### config.mk
export PLATFORM = sky130hd
export DESIGN_NAME = lc3_datapath_gen_flat
export DESIGN_NICKNAME = d
export VERILOG_FILES = /design/src/rtl/lc3_pkg.sv /design/src/rtl/lc3_datapath_gen_if.sv /design/src/rtl/lc3_regfile.sv /design/src/rtl/lc3_datapath_gen.sv /design/src/flat_wrapper.sv
export SDC_FILE = /design/constraint.sdc
export NUM_CORES = 1
export LEC_CHECK = 0
export ABC_AREA = 1
export ABC_CLOCK_PERIOD_IN_PS = 6400
export BUFFER_PORTS_ARGS = -buffer_cell sky130_fd_sc_hd__buf_2
export CELL_PAD_IN_SITES_DETAIL_PLACEMENT = 1
export CELL_PAD_IN_SITES_GLOBAL_PLACEMENT = 1
export CORE_MARGIN = 2
export CORE_UTILIZATION = 46
export CTS_CLUSTER_SIZE = 12
export DETAILED_ROUTE_END_ITERATION = 8
export PLACE_DENSITY_LB_ADDON = 0.3
export SKIP_LAST_GASP = 1
export SLEW_MARGIN = 20
export SYNTH_ARGS = -nofsm -noshare
export SYNTH_HDL_FRONTEND = slang
export SYNTH_HIERARCHICAL = 1
export SYNTH_SLANG_ARGS = --single-unit
### constraint.sdc
create_clock -name Clk -period 6.4 [get_ports Clk]
set_clock_uncertainty 0.05 [all_clocks]
set_input_delay 0.96 -clock Clk [delete_from_list [all_inputs] [get_ports Clk]]
set_output_delay 0.96 -clock Clk [all_outputs]
set_load 0.01 [all_outputs]
### src/rtl/lc3_pkg.sv
// lc3_pkg: shared encodings for the LC-3 datapath
package lc3_pkg;
  typedef enum logic [1:0] {ALU_ADD, ALU_AND, ALU_NOT, ALU_PASS} aluk_e;
  typedef enum logic [1:0] {PC_INC, PC_BUS, PC_ADDER, PC_HOLD} pcmux_e;
  typedef enum logic [1:0] {A2_ZERO, A2_OFF6, A2_OFF9, A2_OFF11} addr2mux_e;
  typedef enum logic {S_IDLE, S_BUSY} mem_state_e;
  localparam int LD_PC  = 0;
  localparam int LD_MAR = 1;
  localparam int LD_MDR = 2;
  localparam int LD_IR  = 3;
  localparam int LD_REG = 4;
  localparam int LD_CC  = 5;
  localparam int LD_BEN = 6;
  localparam int G_PC     = 0;
  localparam int G_MARMUX = 1;
  localparam int G_ALU    = 2;
  localparam int G_MDR    = 3;
endpackage

### src/rtl/lc3_datapath_gen_if.sv
// lc3_datapath_gen_if: control, memory and status signals of the LC-3 datapath
interface lc3_datapath_gen_if #(parameter int WIDTH = 16);
  logic [6:0]       LD;
  logic [3:0]       GATE;
  logic [1:0]       PCMUX;
  logic             ADDR1MUX;
  logic [1:0]       ADDR2MUX;
  logic             DRMUX;
  logic             SR1MUX;
  logic             SR2MUX;
  logic [1:0]       ALUK;
  logic             MEM_START;
  logic             MEM_WE;
  logic             MEM_RDY;
  logic [WIDTH-1:0] MEM_RDATA;
  logic             MEM_EN;
  logic             MEM_WR;
  logic [WIDTH-1:0] MEM_ADDR;
  logic [WIDTH-1:0] MEM_WDATA;
  logic             MEM_BUSY;
  logic             MEM_TO;
  logic             BUS_ERR;
  logic [WIDTH-1:0] IR_out;
  logic [WIDTH-1:0] PC_out;
  logic [2:0]       NZP;
  logic             BEN;
  modport master (
    output LD, GATE, PCMUX, ADDR1MUX, ADDR2MUX, DRMUX, SR1MUX, SR2MUX, ALUK,
           MEM_START, MEM_WE, MEM_RDY, MEM_RDATA,
    input  MEM_EN, MEM_WR, MEM_ADDR, MEM_WDATA, MEM_BUSY, MEM_TO, BUS_ERR,
           IR_out, PC_out, NZP, BEN
  );
  modport slave (
    input  LD, GATE, PCMUX, ADDR1MUX, ADDR2MUX, DRMUX, SR1MUX, SR2MUX, ALUK,
           MEM_START, MEM_WE, MEM_RDY, MEM_RDATA,
    output MEM_EN, MEM_WR, MEM_ADDR, MEM_WDATA, MEM_BUSY, MEM_TO, BUS_ERR,
           IR_out, PC_out, NZP, BEN
  );
endinterface

### src/rtl/lc3_regfile.sv
// lc3_regfile: 8-entry register file, two async read ports, one sync write port
module lc3_regfile #(parameter int WIDTH = 16) (
  input  logic             clk,
  input  logic             rst,
  input  logic             we,
  input  logic [2:0]       waddr,
  input  logic [WIDTH-1:0] wdata,
  input  logic [2:0]       raddr1,
  input  logic [2:0]       raddr2,
  output logic [WIDTH-1:0] rdata1,
  output logic [WIDTH-1:0] rdata2
);
  logic [WIDTH-1:0] regs [8];
  assign rdata1 = regs[raddr1];
  assign rdata2 = regs[raddr2];
  // reads see the pre-edge contents, so a same-cycle write returns the old value
  always_ff @(posedge clk)
    if (rst) regs <= '{default: '0};
    else if (we) regs[waddr] <= wdata;
endmodule

### src/rtl/lc3_datapath_gen.sv
// lc3_datapath_gen: LC-3 datapath with gated bus, register file and memory handshake FSM
module lc3_datapath_gen import lc3_pkg::*; #(
  parameter int WIDTH       = 16,
  parameter int MEM_TIMEOUT = 15
) (
  input logic              Clk,
  input logic              Reset,
  lc3_datapath_gen_if.slave dp
);
  localparam logic [7:0] TO_LAST = 8'(MEM_TIMEOUT - 1);
  logic [WIDTH-1:0] pc, mar, mdr, ir, sr1, sr2, op2, alu, a1, a2, adder, bus;
  logic [2:0]       nzp, sel1, dr;
  logic             ben, bus_err, mem_en, mem_wr, mem_to, multi;
  logic [7:0]       cnt;
  mem_state_e       state;
  assign sel1  = dp.SR1MUX ? ir[8:6] : ir[11:9];
  assign dr    = dp.DRMUX ? 3'd7 : ir[11:9];
  assign multi = |(dp.GATE & (dp.GATE - 4'd1));
  lc3_regfile #(.WIDTH(WIDTH)) u_rf (
    .clk(Clk), .rst(Reset), .we(dp.LD[LD_REG]), .waddr(dr), .wdata(bus),
    .raddr1(sel1), .raddr2(ir[2:0]), .rdata1(sr1), .rdata2(sr2)
  );
  // address adder, ALU and the single-driver bus
  always_comb begin
    a1    = dp.ADDR1MUX ? sr1 : pc;
    a2    = dp.ADDR2MUX == A2_ZERO ? '0 :
            dp.ADDR2MUX == A2_OFF6 ? {{(WIDTH-6){ir[5]}}, ir[5:0]} :
            dp.ADDR2MUX == A2_OFF9 ? {{(WIDTH-9){ir[8]}}, ir[8:0]} :
                                     {{(WIDTH-11){ir[10]}}, ir[10:0]};
    adder = a1 + a2;
    op2   = dp.SR2MUX ? {{(WIDTH-5){ir[4]}}, ir[4:0]} : sr2;
    alu   = dp.ALUK == ALU_ADD ? sr1 + op2 :
            dp.ALUK == ALU_AND ? sr1 & op2 :
            dp.ALUK == ALU_NOT ? ~sr1 : sr1;
    bus   = (dp.GATE == '0 || multi) ? '0 :
            dp.GATE[G_PC] ? pc : dp.GATE[G_MARMUX] ? adder : dp.GATE[G_ALU] ? alu : mdr;
  end
  // PC, IR, condition codes, branch enable and bus contention flag
  always_ff @(posedge Clk)
    if (Reset) begin
      pc      <= '0;
      ir      <= '0;
      nzp     <= 3'b010;
      ben     <= 1'b0;
      bus_err <= 1'b0;
    end else begin
      bus_err <= multi;
      if (dp.LD[LD_PC])
        pc <= dp.PCMUX == PC_INC ? pc + WIDTH'(1) : dp.PCMUX == PC_BUS ? bus :
              dp.PCMUX == PC_ADDER ? adder : pc;
      if (dp.LD[LD_IR]) ir <= bus;
      if (dp.LD[LD_CC]) nzp <= {bus[WIDTH-1], bus == '0, !bus[WIDTH-1] && bus != '0};
      if (dp.LD[LD_BEN]) ben <= (ir[11] & nzp[2]) | (ir[10] & nzp[1]) | (ir[9] & nzp[0]);
    end
  // memory FSM; MAR and MDR are frozen by the datapath while an access is in flight
  always_ff @(posedge Clk)
    if (Reset) begin
      state  <= S_IDLE;
      cnt    <= '0;
      mem_en <= 1'b0;
      mem_wr <= 1'b0;
      mem_to <= 1'b0;
      mar    <= '0;
      mdr    <= '0;
    end else if (state == S_IDLE) begin
      if (dp.LD[LD_MDR]) mdr <= bus;
      if (dp.LD[LD_MAR]) mar <= bus;
      if (dp.MEM_START) begin
        state  <= S_BUSY;
        mem_en <= 1'b1;
        mem_wr <= dp.MEM_WE;
        mem_to <= 1'b0;
        cnt    <= '0;
      end
    end else if (dp.MEM_RDY) begin
      state  <= S_IDLE;
      mem_en <= 1'b0;
      if (!mem_wr) mdr <= dp.MEM_RDATA;
    end else if (cnt == TO_LAST) begin
      state  <= S_IDLE;
      mem_en <= 1'b0;
      mem_to <= 1'b1;
    end else cnt <= cnt + 8'd1;
  assign dp.MEM_EN    = mem_en;
  assign dp.MEM_WR    = mem_wr;
  assign dp.MEM_ADDR  = mar;
  assign dp.MEM_WDATA = mdr;
  assign dp.MEM_BUSY  = state == S_BUSY;
  assign dp.MEM_TO    = mem_to;
  assign dp.BUS_ERR   = bus_err;
  assign dp.IR_out    = ir;
  assign dp.PC_out    = pc;
  assign dp.NZP       = nzp;
  assign dp.BEN       = ben;
endmodule

### src/flat_wrapper.sv
// flat-port wrapper written by rule: the top's interface ports become plain ports
module lc3_datapath_gen_flat import lc3_pkg::*;
#(
  parameter int WIDTH       = 16,
  parameter int MEM_TIMEOUT = 15
)
  (Clk, Reset, dp_LD, dp_GATE, dp_PCMUX, dp_ADDR1MUX, dp_ADDR2MUX, dp_DRMUX, dp_SR1MUX, dp_SR2MUX, dp_ALUK, dp_MEM_START, dp_MEM_WE, dp_MEM_RDY, dp_MEM_RDATA, dp_MEM_EN, dp_MEM_WR, dp_MEM_ADDR, dp_MEM_WDATA, dp_MEM_BUSY, dp_MEM_TO, dp_BUS_ERR, dp_IR_out, dp_PC_out, dp_NZP, dp_BEN);
  lc3_datapath_gen_if #(.WIDTH(WIDTH)) dp_i ();
  input logic Clk;
  input logic Reset;
  input wire logic [$bits(dp_i.LD)-1:0] dp_LD;
  input wire logic [$bits(dp_i.GATE)-1:0] dp_GATE;
  input wire logic [$bits(dp_i.PCMUX)-1:0] dp_PCMUX;
  input wire logic [$bits(dp_i.ADDR1MUX)-1:0] dp_ADDR1MUX;
  input wire logic [$bits(dp_i.ADDR2MUX)-1:0] dp_ADDR2MUX;
  input wire logic [$bits(dp_i.DRMUX)-1:0] dp_DRMUX;
  input wire logic [$bits(dp_i.SR1MUX)-1:0] dp_SR1MUX;
  input wire logic [$bits(dp_i.SR2MUX)-1:0] dp_SR2MUX;
  input wire logic [$bits(dp_i.ALUK)-1:0] dp_ALUK;
  input wire logic [$bits(dp_i.MEM_START)-1:0] dp_MEM_START;
  input wire logic [$bits(dp_i.MEM_WE)-1:0] dp_MEM_WE;
  input wire logic [$bits(dp_i.MEM_RDY)-1:0] dp_MEM_RDY;
  input wire logic [$bits(dp_i.MEM_RDATA)-1:0] dp_MEM_RDATA;
  output wire logic [$bits(dp_i.MEM_EN)-1:0] dp_MEM_EN;
  output wire logic [$bits(dp_i.MEM_WR)-1:0] dp_MEM_WR;
  output wire logic [$bits(dp_i.MEM_ADDR)-1:0] dp_MEM_ADDR;
  output wire logic [$bits(dp_i.MEM_WDATA)-1:0] dp_MEM_WDATA;
  output wire logic [$bits(dp_i.MEM_BUSY)-1:0] dp_MEM_BUSY;
  output wire logic [$bits(dp_i.MEM_TO)-1:0] dp_MEM_TO;
  output wire logic [$bits(dp_i.BUS_ERR)-1:0] dp_BUS_ERR;
  output wire logic [$bits(dp_i.IR_out)-1:0] dp_IR_out;
  output wire logic [$bits(dp_i.PC_out)-1:0] dp_PC_out;
  output wire logic [$bits(dp_i.NZP)-1:0] dp_NZP;
  output wire logic [$bits(dp_i.BEN)-1:0] dp_BEN;
  assign dp_i.LD = dp_LD;
  assign dp_i.GATE = dp_GATE;
  assign dp_i.PCMUX = dp_PCMUX;
  assign dp_i.ADDR1MUX = dp_ADDR1MUX;
  assign dp_i.ADDR2MUX = dp_ADDR2MUX;
  assign dp_i.DRMUX = dp_DRMUX;
  assign dp_i.SR1MUX = dp_SR1MUX;
  assign dp_i.SR2MUX = dp_SR2MUX;
  assign dp_i.ALUK = dp_ALUK;
  assign dp_i.MEM_START = dp_MEM_START;
  assign dp_i.MEM_WE = dp_MEM_WE;
  assign dp_i.MEM_RDY = dp_MEM_RDY;
  assign dp_i.MEM_RDATA = dp_MEM_RDATA;
  assign dp_MEM_EN = dp_i.MEM_EN;
  assign dp_MEM_WR = dp_i.MEM_WR;
  assign dp_MEM_ADDR = dp_i.MEM_ADDR;
  assign dp_MEM_WDATA = dp_i.MEM_WDATA;
  assign dp_MEM_BUSY = dp_i.MEM_BUSY;
  assign dp_MEM_TO = dp_i.MEM_TO;
  assign dp_BUS_ERR = dp_i.BUS_ERR;
  assign dp_IR_out = dp_i.IR_out;
  assign dp_PC_out = dp_i.PC_out;
  assign dp_NZP = dp_i.NZP;
  assign dp_BEN = dp_i.BEN;
  lc3_datapath_gen #(.WIDTH(WIDTH), .MEM_TIMEOUT(MEM_TIMEOUT)) u_core (.Clk(Clk), .Reset(Reset), .dp(dp_i));
endmodule
==> key figures <==
Placement
  – IO Port Bufs: 114
  – GPL Wtd Cong: 1.02
  – DP Worst Slack: 976 ps
  – Cell Area, Placed: 0.0151 mm^2
  – Detailed placement HPWL: 44.6 mm
  – Dpl cells: 2910

Yosys
  – Syn nets: 2570
  – Post-synth EDFFs: 0
  – Sequential-to-total area share from yosys stat: 0.288
  – Syn. warnings: 6
  – Cell Area, Synth: 0.0145 mm^2
  – Count of different cell masters after synthesis: 56
  – Average size of a mapped cell: 5.82 um^2
  – Seq cells post-synth: 209
  – Cell count after synthesis: 2493
  – Dominant synthesized flop cell: dfxtp_1
  – FFs w/ async S/R, synth: 0

Power
  – Total power: 3.96 mW
  – Power Density: 247 mW/mm^2
  – Leakage: 8.08 nW
  – VDD IR max: 0.201 mV

CTS
  – Clock-pin slew on the worst setup and hold paths: 60 ps
  – Max Root-Sink Buffers: 3
  – Post-CTS Setup Repair Bufs: 0
  – TritonCTS clock tree: built
  – Root buffer cell: clkbuf_16
  – CTS Hold Buffers Added: 0
  – PostCTS Resize Cnt: 0
  – Worst-skew pair later-pin latency: 570 ps
  – CTS Buf Count: 26
  – CTS Sinks: 209
  – H-tree levels: 1

Timing
  – Unrepaired setup endpoints after global routing: false
  – Slew HR: 0.396
  – Final Max Slew Viols: 0
  – Hold slack: 424 ps
  – Setup TNS: 0 ps
  – Least-Margin Pin Slew: 905 ps
  – Post-route minimum period: 5200 ps
  – Final setup vio count: 0
  – Fmax: 192 MHz
  – Tcrit/Tclk final: 0.813
  – Final Hold Viols: 0
  – Final WS setup: 1200 ps

Cells and area
  – Final Non-Filler Cells: 2957
  – Util after Layout: 0.513
  – Area delta synth->final: 10.6%
  – # nets final: 2613
  – Most frequent cells in the layout: 741 x nand2_1, 338 x nor2_1, 305 x inv_1
  – Final Cell Area: 0.0161 mm^2
  – Commonest non-fill, non-tap cell in the layout: nand2_1
  – Fillers: 4516
  – Share of cells above drive strength 1: 0.0971

Worst setup path
  – Critical Path End Type: flip-flop
  – Critical path type: reg2reg
  – CP max FO: 32
  – Worst setup SP type: flip-flop
  – FF-to-FF End: u_core/u_rf/regs[62]
  – Arr. time, crit path: 5640 ps
  – Crit path to: u_core/u_rf/regs[62]
  – Launch point of the critical path: u_core/dp.IR_out[9]
  – Worst r2r path cells: 22
  – Crit Reg-Reg Startpoint: u_core/dp.IR_out[9]
  – Reg2Reg Setup Slack: 1200 ps
  – CP Data Required Time: 6840 ps

Run
  – Max cap viols: 0

Floorplanning
  – IO Count: 115
  – Core area: 0.0313 mm^2
  – Die area: 0.0330 mm^2
  – Die Span X: 182 um
  – Die Height: 182 um
  – FP Rows: 65
  – Initial core utilization: 0.464

GRT
  – Total track usage: 0.383
  – Initial antenna violation count: 1
  – First-pass GRT wire length: 99.2 mm
  – Total gr overflow: 0
  – Vias in the first global route: 17600
  – Largest net degree at the start of global routing: 83

Drt
  – Post-route DRC: 0
  – DRT antenna net count: 0
  – Post-Route WL: 64.8 mm
  – Routed WL per cell: 21.9 um
  – Initial drt markers: 1402
  – First-pass DRT Iterations: 5
  – Via count: 17500
  – Routed vias/inst: 5.92

Status
  – Status: finished, final reports clean

Hold path
  – Hold Path Origin: u_core/dp.MEM_TO
  – Worst min path class: reg2reg
==> final cells by class <==
| cell class | count | area (um^2) | area share |
|---|---|---|---|
| timing repair buffer | 137 | 743 | 0.0463 |
| tap | 402 | 503 | 0.0313 |
| antenna | 1 | 2.50 | 0.000156 |
| clock inverter | 6 | 95.1 | 0.00592 |
| inverter | 327 | 1250 | 0.0779 |
| sequential | 209 | 4190 | 0.261 |
| clock buffer | 40 | 803 | 0.0500 |
| multi-input combinational | 1835 | 8470 | 0.528 |
==> logic make-up after synthesis <==
group           count (synthesis)  synth area share
buf+inv                       449             0.130
xor+xnor                        3           0.00181
compound gates                430             0.159
simple gates                 1367             0.390
fa+ha+maj                      35            0.0312
flops                         209             0.288
==> critical path, cell delays in order, from the launching register on <==
cell,delay (ps)
dfxtp_1,460
inv_1,220
o21ai_4,570
buf_4,490
nand2_1,110
nand3_1,100
nand2_1,60
nand2_1,50
nand2_1,280
nand2_1,170
o21ai_0,100
ha_1,380
a21oi_1,370
o21ai_0,170
a21oi_1,190
nand2_1,70
nand3_1,120
nand3_1,90
nand3_1,110
nand2_1,210
inv_1,420
o21ai_1,150
nor2_1,160
==> registers in the layout, summed over array words and instances (netlist names), 3 cells and up <==
name and count:
u_core/u_rf/regs 128, u_core/dp.IR_out 16, u_core/dp.MEM_ADDR 16, u_core/dp.MEM_WDATA 16, u_core/dp.PC_out 16, u_core/cnt 8, u_core/dp.NZP 3
==> synthesized netlist by cell type (2+ instances only) <==
cell type	n	area [um^2]
nand2_4	8	90.1
o21bai_1	2	15.0
dfxtp_1	209	4180
o21ai_1	113	566
inv_2	11	41.3
buf_8	2	30.0
inv_1	306	1150
nand2_1	741	2780
buf_1	2	7.51
o211ai_1	9	67.6
nor2_4	4	45.0
xor2_1	2	17.5
fa_1	2	40.0
and2_1	3	18.8
a311oi_1	2	17.5
nor3_2	2	20.0
a221oi_1	9	78.8
nand3_1	219	1100
nand2_2	15	93.8
a41oi_1	4	35.0
buf_2	30	150
buf_6	9	101
inv_4	5	31.3
nor2_2	6	37.5
clkbuf_1	66	248
nor2_1	339	1270
nand3_2	4	40.0
a21oi_1	133	666
clkinv_1	2	7.51
o22ai_1	13	81.3
o21ai_0	127	636
nand3b_1	3	22.5
ha_1	33	413
nand4_1	9	56.3
nor3_1	9	45.0
buf_4	11	82.6
nor4_1	2	12.5
a31oi_1	9	56.3
==> metal layers <==
metal,vias to the layer above,GRT usage,wire (um)
met1,8465,0.482,26300
met5,-,0,0
li1,7969,-,-
met3,235,0.0435,4600
met4,0,0.247,4570
met2,825,0.626,29300
==> where the power goes <==
part | switching (mW) | total (mW) | leakage (nW) | internal [mW]
Combinational | 0.696 | 0.970 | 5.93 | 0.274
Sequential | 0.0649 | 1.44 | 1.71 | 1.37
Clock | 0.614 | 1.55 | 0.444 | 0.939
Total | 1.38 | 3.96 | 8.08 | 2.58
==> worst min path at each step <==
stage                                 to  slack (ps)  depth (start not counted)
global route        u_core/u_rf/regs[77]         450                          2
CTS                     u_core/dp.MEM_WR         430                          2
global placement        u_core/dp.MEM_TO         390                          2
floorplan           u_core/u_rf/regs[48]         400                          2
detailed placement      u_core/dp.MEM_EN         410                          2
finish                  u_core/dp.MEM_TO         420                          2
Power figures use the tool's default switching activity.
